### src/rtl/fifo_sync_thresh_if.sv
// ---------------------------------------------------------------------------
// fifo_sync_thresh_if
//   Bundles the FIFO's producer/consumer-side signals. The port names stay
//   the same as the lab FIFO's: active-low wr_n/rd_n, din/dout and the
//   status flags.
//   Modports:
//     master : the producer/consumer side. It drives wr_n, din, rd_n and
//              err_clr, and it observes dout and all of the flags.
//     slave  : the FIFO side. It is the mirror image of the master modport.
//   Parameters WIDTH/DEPTH must match the fifo_sync_thresh instance.
// ---------------------------------------------------------------------------
interface fifo_sync_thresh_if #(
  parameter int WIDTH = 8,
  parameter int DEPTH = 16
);
  localparam int CW = $clog2(DEPTH) + 1;

  logic             wr_n;
  logic [WIDTH-1:0] din;
  logic             rd_n;
  logic             err_clr;
  logic [WIDTH-1:0] dout;
  logic             empty;
  logic             full;
  logic             almost_empty;
  logic             almost_full;
  logic [CW-1:0]    count;
  logic             overflow;
  logic             underflow;

  modport master (
    output wr_n, din, rd_n, err_clr,
    input  dout, empty, full, almost_empty, almost_full, count, overflow, underflow
  );

  modport slave (
    input  wr_n, din, rd_n, err_clr,
    output dout, empty, full, almost_empty, almost_full, count, overflow, underflow
  );
endinterface

### src/rtl/fifo_sync_thresh.sv
// ---------------------------------------------------------------------------
// fifo_sync_thresh
//   This is a single-clock, first-word-fall-through FIFO with programmable
//   almost-full and almost-empty thresholds, an occupancy count, and
//   overflow/underflow reporting.
//   Ports:
//     clk      : master clock. All state changes on the rising edge.
//     reset_n  : asynchronous, active-low reset. It discards the contents.
//     bus      : fifo_sync_thresh_if.slave. It carries the wr_n/din write
//                side, the rd_n/dout read side, the status flags, count,
//                the error flags and err_clr.
//   Configuration macro FIFO_ERR_STICKY_EN:
//     defined   : overflow/underflow are sticky and are cleared by err_clr.
//     undefined : overflow/underflow are one-cycle pulses, and err_clr is
//                 ignored.
// ---------------------------------------------------------------------------
module fifo_sync_thresh #(
  parameter int WIDTH    = 8,
  parameter int DEPTH    = 16,
  parameter int AF_LEVEL = 12,
  parameter int AE_LEVEL = 2
) (
  input  logic                 clk,
  input  logic                 reset_n,
  fifo_sync_thresh_if.slave    bus
);
  localparam int AW = $clog2(DEPTH);
  localparam int CW = AW + 1;

  logic [WIDTH-1:0] mem [DEPTH];
  logic [AW-1:0]    wr_ptr_q, wr_ptr_d;
  logic [AW-1:0]    rd_ptr_q, rd_ptr_d;
  logic [CW-1:0]    count_q,  count_d;
  logic             ovf_q,    ovf_d;
  logic             unf_q,    unf_d;
  logic             rd_ok, wr_ok, ovf_evt, unf_evt;

  // A write into a full FIFO is still accepted when a read frees a slot in
  // the same cycle.
  always_comb begin
    // NOTE: every always_comb output gets a default first, so no path can infer a latch.
    wr_ptr_d = wr_ptr_q;
    rd_ptr_d = rd_ptr_q;
    count_d  = count_q;
    rd_ok    = !bus.rd_n && (count_q != '0);
    wr_ok    = !bus.wr_n && ((count_q != CW'(DEPTH)) || rd_ok);
    ovf_evt  = !bus.wr_n && !wr_ok;
    unf_evt  = !bus.rd_n && !rd_ok;

    if (wr_ok) wr_ptr_d = wr_ptr_q + 1'b1;
    if (rd_ok) rd_ptr_d = rd_ptr_q + 1'b1;
    if (wr_ok && !rd_ok)      count_d = count_q + 1'b1;
    else if (rd_ok && !wr_ok) count_d = count_q - 1'b1;

`ifdef FIFO_ERR_STICKY_EN
    // A new event wins over a same-cycle clear.
    ovf_d = ovf_evt | (ovf_q & ~bus.err_clr);
    unf_d = unf_evt | (unf_q & ~bus.err_clr);
`else
    ovf_d = ovf_evt;
    unf_d = unf_evt;
`endif
  end

`ifndef FIFO_ERR_STICKY_EN
  logic unused_err_clr;
  assign unused_err_clr = bus.err_clr;
`endif

  always_ff @(posedge clk or negedge reset_n) begin
    if (!reset_n) begin
      // NOTE: state registers use non-blocking assignments, so every flop samples pre-edge values.
      wr_ptr_q <= '0;
      rd_ptr_q <= '0;
      count_q  <= '0;
      ovf_q    <= 1'b0;
      unf_q    <= 1'b0;
    end else begin
      wr_ptr_q <= wr_ptr_d;
      rd_ptr_q <= rd_ptr_d;
      count_q  <= count_d;
      ovf_q    <= ovf_d;
      unf_q    <= unf_d;
    end
  end

  // NOTE: the storage array has no reset. dout is masked while the FIFO is empty, so stale words never appear.
  always_ff @(posedge clk) begin
    if (wr_ok) mem[wr_ptr_q] <= bus.din;
  end

  // All of the flags are decoded from the registered count only.
  assign bus.count        = count_q;
  assign bus.empty        = (count_q == '0);
  assign bus.full         = (count_q == CW'(DEPTH));
  assign bus.almost_empty = (count_q <= CW'(AE_LEVEL));
  assign bus.almost_full  = (count_q >= CW'(AF_LEVEL));
  assign bus.dout         = bus.empty ? '0 : mem[rd_ptr_q];
  assign bus.overflow     = ovf_q;
  assign bus.underflow    = unf_q;
endmodule
### src/flat_wrapper.sv
// flat-port wrapper written by rule: the top's interface ports become plain ports
module fifo_sync_thresh_flat 
#(
  parameter int WIDTH    = 8,
  parameter int DEPTH    = 16,
  parameter int AF_LEVEL = 12,
  parameter int AE_LEVEL = 2
)
  (clk, reset_n, bus_wr_n, bus_din, bus_rd_n, bus_err_clr, bus_dout, bus_empty, bus_full, bus_almost_empty, bus_almost_full, bus_count, bus_overflow, bus_underflow);
  fifo_sync_thresh_if #(.WIDTH(WIDTH), .DEPTH(DEPTH)) bus_i ();
  input  logic clk;
  input  logic reset_n;
  input wire logic [$bits(bus_i.wr_n)-1:0] bus_wr_n;
  input wire logic [$bits(bus_i.din)-1:0] bus_din;
  input wire logic [$bits(bus_i.rd_n)-1:0] bus_rd_n;
  input wire logic [$bits(bus_i.err_clr)-1:0] bus_err_clr;
  output wire logic [$bits(bus_i.dout)-1:0] bus_dout;
  output wire logic [$bits(bus_i.empty)-1:0] bus_empty;
  output wire logic [$bits(bus_i.full)-1:0] bus_full;
  output wire logic [$bits(bus_i.almost_empty)-1:0] bus_almost_empty;
  output wire logic [$bits(bus_i.almost_full)-1:0] bus_almost_full;
  output wire logic [$bits(bus_i.count)-1:0] bus_count;
  output wire logic [$bits(bus_i.overflow)-1:0] bus_overflow;
  output wire logic [$bits(bus_i.underflow)-1:0] bus_underflow;
  assign bus_i.wr_n = bus_wr_n;
  assign bus_i.din = bus_din;
  assign bus_i.rd_n = bus_rd_n;
  assign bus_i.err_clr = bus_err_clr;
  assign bus_dout = bus_i.dout;
  assign bus_empty = bus_i.empty;
  assign bus_full = bus_i.full;
  assign bus_almost_empty = bus_i.almost_empty;
  assign bus_almost_full = bus_i.almost_full;
  assign bus_count = bus_i.count;
  assign bus_overflow = bus_i.overflow;
  assign bus_underflow = bus_i.underflow;
  fifo_sync_thresh #(.WIDTH(WIDTH), .DEPTH(DEPTH), .AF_LEVEL(AF_LEVEL), .AE_LEVEL(AE_LEVEL)) u_core (.clk(clk), .reset_n(reset_n), .bus(bus_i));
endmodule
### config.mk
export PLATFORM = sky130hd
export DESIGN_NAME = fifo_sync_thresh_flat
export DESIGN_NICKNAME = d
export VERILOG_FILES = /design/src/rtl/fifo_sync_thresh_if.sv /design/src/rtl/fifo_sync_thresh.sv /design/src/flat_wrapper.sv
export SDC_FILE = /design/constraint.sdc
export NUM_CORES = 1
export LEC_CHECK = 0
export ABC_AREA = 1
export BUFFER_PORTS_ARGS = -buffer_cell sky130_fd_sc_hd__buf_2
export CAP_MARGIN = 20
export CORE_ASPECT_RATIO = 0.5
export CORE_MARGIN = 1
export CORE_UTILIZATION = 30
export CTS_BUF_LIST = sky130_fd_sc_hd__clkbuf_8
export DETAILED_ROUTE_END_ITERATION = 8
export MAX_ROUTING_LAYER = met4
export PLACE_DENSITY = 0.55
export REMOVE_ABC_BUFFERS = 1
export SLEW_MARGIN = 20
export SYNTH_ARGS = -nofsm -noshare
export SYNTH_HDL_FRONTEND = slang
export SYNTH_SLANG_ARGS = --single-unit
### constraint.sdc
create_clock -name clk -period 2.4 [get_ports clk]
set_input_delay 0.12 -clock clk [delete_from_list [all_inputs] [get_ports clk]]
set_output_delay 0.12 -clock clk [all_outputs]
set_load 0.05 [all_outputs]
# == Yosys cells after proc, flatten, opt, wreduce, memory -nomap -nowiden ==
# Memory sizes are Yosys's and may differ from the RTL's.
# Cells that the tools add are included.
# word_totals
ff_bits,15
ramBits,128
inputBits,13
out_inout_bits,19
wordCells,33
mem_count,1
# op_classes
add_sub_neg,4
order_cmp,2
eq_ne,2
mux,5
reduce_logical,14
# memory_table
memory,words,width,read_ports,rd_clocked_by_memory_dff,wr,line,rtl
u_core.mem,16,8,1,0,1,fifo_sync_thresh.sv:30,logic [WIDTH-1:0] mem [DEPTH];
# op_table
cell,n
$mux 5,2
$add 4x1->4 const B,2
$mux 8,1
$logic_and 1x1->1,6
$add 5x1->5 const B,1
$eq 5x5->1 const B,1
$ge 5x4->1 const B,1
$le 5x2->1 const B,1
$logic_not 5->1,1
$ne 5x5->1 const B,1
$reduce_bool 5->1,1
$sub 5x1->5 const B,1
$logic_not 1->1,4
$mux 1,2
$reduce_bool 2->1,1
$logic_or 1x1->1,1

# == Logic depth before layout (Yosys ltp) ==
# depth
depth_word,8
mapped_depth,15
depth_no_buf,14

# == Worst setup path after synthesis ==
# No wires, ideal clock.
# synth_timing
kind,reg2out
startpoint,register u_core.count_q[0] (netlist: u_core.bus.count[0])
endpoint,output port bus_almost_empty
t_arrival_ns,3.148
required_time_ns,2.280
path_slack_ns,-0.868
stages_incl_launch_ff,2
n_path_buf,0
cell_sequence,dfrtp_1 a2111oi_0
# synth_via
elab_chain_cells,1
# synth_lines
element,line,rtl
from (decl),fifo_sync_thresh.sv:33,"logic [CW-1:0] count_q, count_d;"
from (signal assigned),fifo_sync_thresh.sv:81,count_q <= count_d;
$le 5x2->1,fifo_sync_thresh.sv:96,assign bus.almost_empty = (count_q <= CW'(AE_LEVEL));
to (decl),flat_wrapper.sv:20,output wire logic [$bits(bus_i.almost_empty)-1:0] bus_almost_empty;
# Every way passes these cells.

# == Worst setup path after layout ==
# layout_timing
startpoint,register u_core.rd_ptr_q[0]
endpoint,output port bus_dout[7]
# layout_via
elab_chain_cells,2
# layout_lines
element,line,rtl
from (decl),fifo_sync_thresh.sv:32,"logic [AW-1:0] rd_ptr_q, rd_ptr_d;"
from (signal assigned),fifo_sync_thresh.sv:80,rd_ptr_q <= rd_ptr_d;
$mem_v2 16x8,--,
$mux 8,fifo_sync_thresh.sv:98,assign bus.dout = bus.empty ? '0 : mem[rd_ptr_q];
to (decl),flat_wrapper.sv:17,output wire logic [$bits(bus_i.dout)-1:0] bus_dout;
# Every way passes these cells.

==> flow_summary.ini <==
[clocking]
cts_root_buf = clkbuf_8
clk-insertion-delay-late_ns = 0.45
cts_tree = done
cts.sinks = 143
cts_max_level = 4
clkSlewWorstSetupHoldPaths_ns = 0.08
clockBufferDepth = 2
cts_buffers = 17

[global_route]
grt_max_degree = 35
grt_use_total = 0.1471
grt_pass1_vias = 3845
antenna_found_initial = 0
grt_pass1_wl_um = 21640
gr-total-overflow = 0

[power]
powerDensity_nw_per_um2 = 1275
ir_worst_vdd_mv = 0.5832
power_mw = 9.077
power_leakage_nw = 2.780

[worst_setup_path]
cp_data_required_time_ns = 2.28
crit_path_end_kind = output pin
crit_fanout = 33
arrival_ns = 2.18
startpoint_type = flop
worstSetupPathType = reg -> out

[logic_synthesis]
synthArstFlopShare = 0.1049
yosys.area.top_type = edfxtp_1
synthesis.area_um2 = 6126
seq_area_frac_synth = 0.6887
yosysUniqueCellTypes = 27
synth_edf_count = 128
syn_area_per_cell_um2 = 11.32
synthTopCellsByArea = edfxtp_1 63%, nand2_1 11%, nand3_1 8.5%, dfrtp_1 6.1%, ha_1 2.0%
synth_ff_type = edfxtp_1
yosysWarnings = 0
synth_top_area_frac = 0.6275
synth_cells = 541
yosys_register_bits = 143

[die]
die_height_um = 103.0
rows = 36
io_pins = 32
core_area_um2 = 19730
die_width_um = 204.1
die_area_um2 = 21030
initial_utilization = 0.3105

[timing]
hold_violations = 0
rsz0062_at_grt = no
finalSetupViolCount = 0
period_minus_slack_ns = 2.298
slew_violations = 0
worstMarginPinSlew_ns = 0.4627
fin_ws_ns = 0.1021
fmax_mhz = 435.2
clock_skew_ns = 0.01220
holdWs_ns = 0.08233
timing.final.crit_share = 0.9575
relSlewSlack = 0.6904

[place]
port_buffers = 30
dpl-instance-area_um2 = 6706
dpl.hpwl_um = 9110
place.gp.congestion = 0.8171
dp_slack_ns = 0.1778

[finish]
diodes = 0
drive_gt1_frac = 0.1596
design_area_um2 = 7122
fin_util = 0.3610
area_delta_synth_final_pct = 16.26
nNetsFinal = 627

[job]
drv_cap = 0

[routing]
drtPass1Iterations = 5
num_vias = 4064
drc = 0
ant_nets = 0
vias_per_cell = 4.618
drt_wl_total_um = 14190
wl_per_cell_um = 16.12
drtIter0Drc = 395

[hold_path]
hold_class = in -> reg

[run_status]
outcome = finished, final reports clean
## cells in the final DEF (no fill, tap or decap), drive strengths merged, types with 2 or more instances in the layout
| cell | instances |
|---|---|
| dlygate4sd3 | 4 |
| clkbuf | 19 |
| nand3 | 105 |
| nor2 | 21 |
| xor2 | 7 |
| bufinv | 2 |
| dfrtp | 15 |
| clkinv | 10 |
| inv | 19 |
| ha | 10 |
| buf | 63 |
| o21ai | 6 |
| nand2 | 187 |
| xnor2 | 2 |
| edfxtp | 128 |
| a21oi | 11 |
## layer usage
metal	global-route usage	wire length (um)	vias up	part of all wire
met5	-	0	-	0
met4	0.05741	198	0	0.014
met3	0.03982	922	13	0.065
met2	0.2211	6440	106	0.45
met1	0.1895	6624	1962	0.47
li1	-	-	1983	-
## flip-flops by register name (all words and copies together), names as in the netlist
name and flops:
u_core.rd_ptr_q 4, u_core.bus.underflow 1, u_core.bus.count 5, u_core.mem 128, u_core.wr_ptr_q 4, u_core.bus.overflow 1
## timing repair
item / in CTS / in global routing
hold buffers: 4 / 0
resized for setup: 1 / 11
gates cloned: 0 / 0
endpoints found under the hold margin: 18 / 0
endpoints found under the setup margin: 5 / 9
buffers inserted: 0 / 0
## layout make-up
| class | instances | area [um^2] |
|---|---|---|
| timing repair buffer | 69 | 495.5 |
| multi-input combinational | 353 | 1659 |
| clock inverter | 13 | 108.9 |
| tap | 266 | 332.8 |
| sequential | 143 | 4220 |
| fill | 1946 | 12610 |
| inverter | 19 | 71.32 |
| clock buffer | 17 | 234.0 |
## cell usage after synthesis, types with 2 or more instances
cell	number
xnor2_1	2
nand2_2	3
edfxtp_1	128
buf_4	8
nor2_1	20
a21oi_1	10
inv_2	2
buf_2	11
xor2_1	7
buf_6	5
nand3_1	104
o21ai_0	4
o21ai_1	2
inv_1	14
nand2_1	184
ha_1	10
clkinv_1	3
dfrtp_1	15
## power by group
part / internal, mW / switching [mW] / leakage (nW)
logic: 1.22 / 2.96 / 1.26
registers: 3.04 / 0.140 / 1.34
clock network: 0.877 / 0.845 / 0.185
total: 5.14 / 3.94 / 2.78
## metrics by stage
stage | std cells | TNS [ns]
finish | 880 | 0
floorplan | 515 | -9.477
CTS | 880 | 0
global route | 880 | 0
detailed placement | 846 | 0
global placement | 846 | 0
## cells by family after synthesis
kind of cell,count (synthesis),synth area share
buffers and inverters,45,0.04085
and+or+nand+nor,314,0.2167
AOI/OAI and AO/OA,19,0.01716
xor gates and xnor gates,9,0.01287
DFF,143,0.6887
adders and majority gates,11,0.02369
## path summary, 6_finish.rpt
path                                     start                    to  slack (ns)  cells past startpoint
hold reg to reg             u_core.wr_ptr_q[2]    u_core.wr_ptr_q[2]        0.56                      2
setup / recovery            u_core.rd_ptr_q[0]           bus_dout[7]        0.10                      8
max in group asynchronous              reset_n    u_core.rd_ptr_q[0]        2.00                      2
min in group asynchronous              reset_n  u_core.bus.underflow        0.11                      2
setup reg to reg           u_core.bus.count[3]   u_core.bus.count[4]        0.21                     13
hold / removal                      bus_din[3]     u_core.mem[10][3]        0.08                      1
## critical path: stages, from the launching register on
cell and delay [ns]:
dfrtp_2 0.45, buf_6 0.29, nand2_1 0.08, nand3_1 0.10, nand3_1 0.15, nand2_1 0.09, nand2_1 0.05, a21oi_1 0.20
buf_2 0.30
No activity file was read; power rests on OpenSTA's default activity.
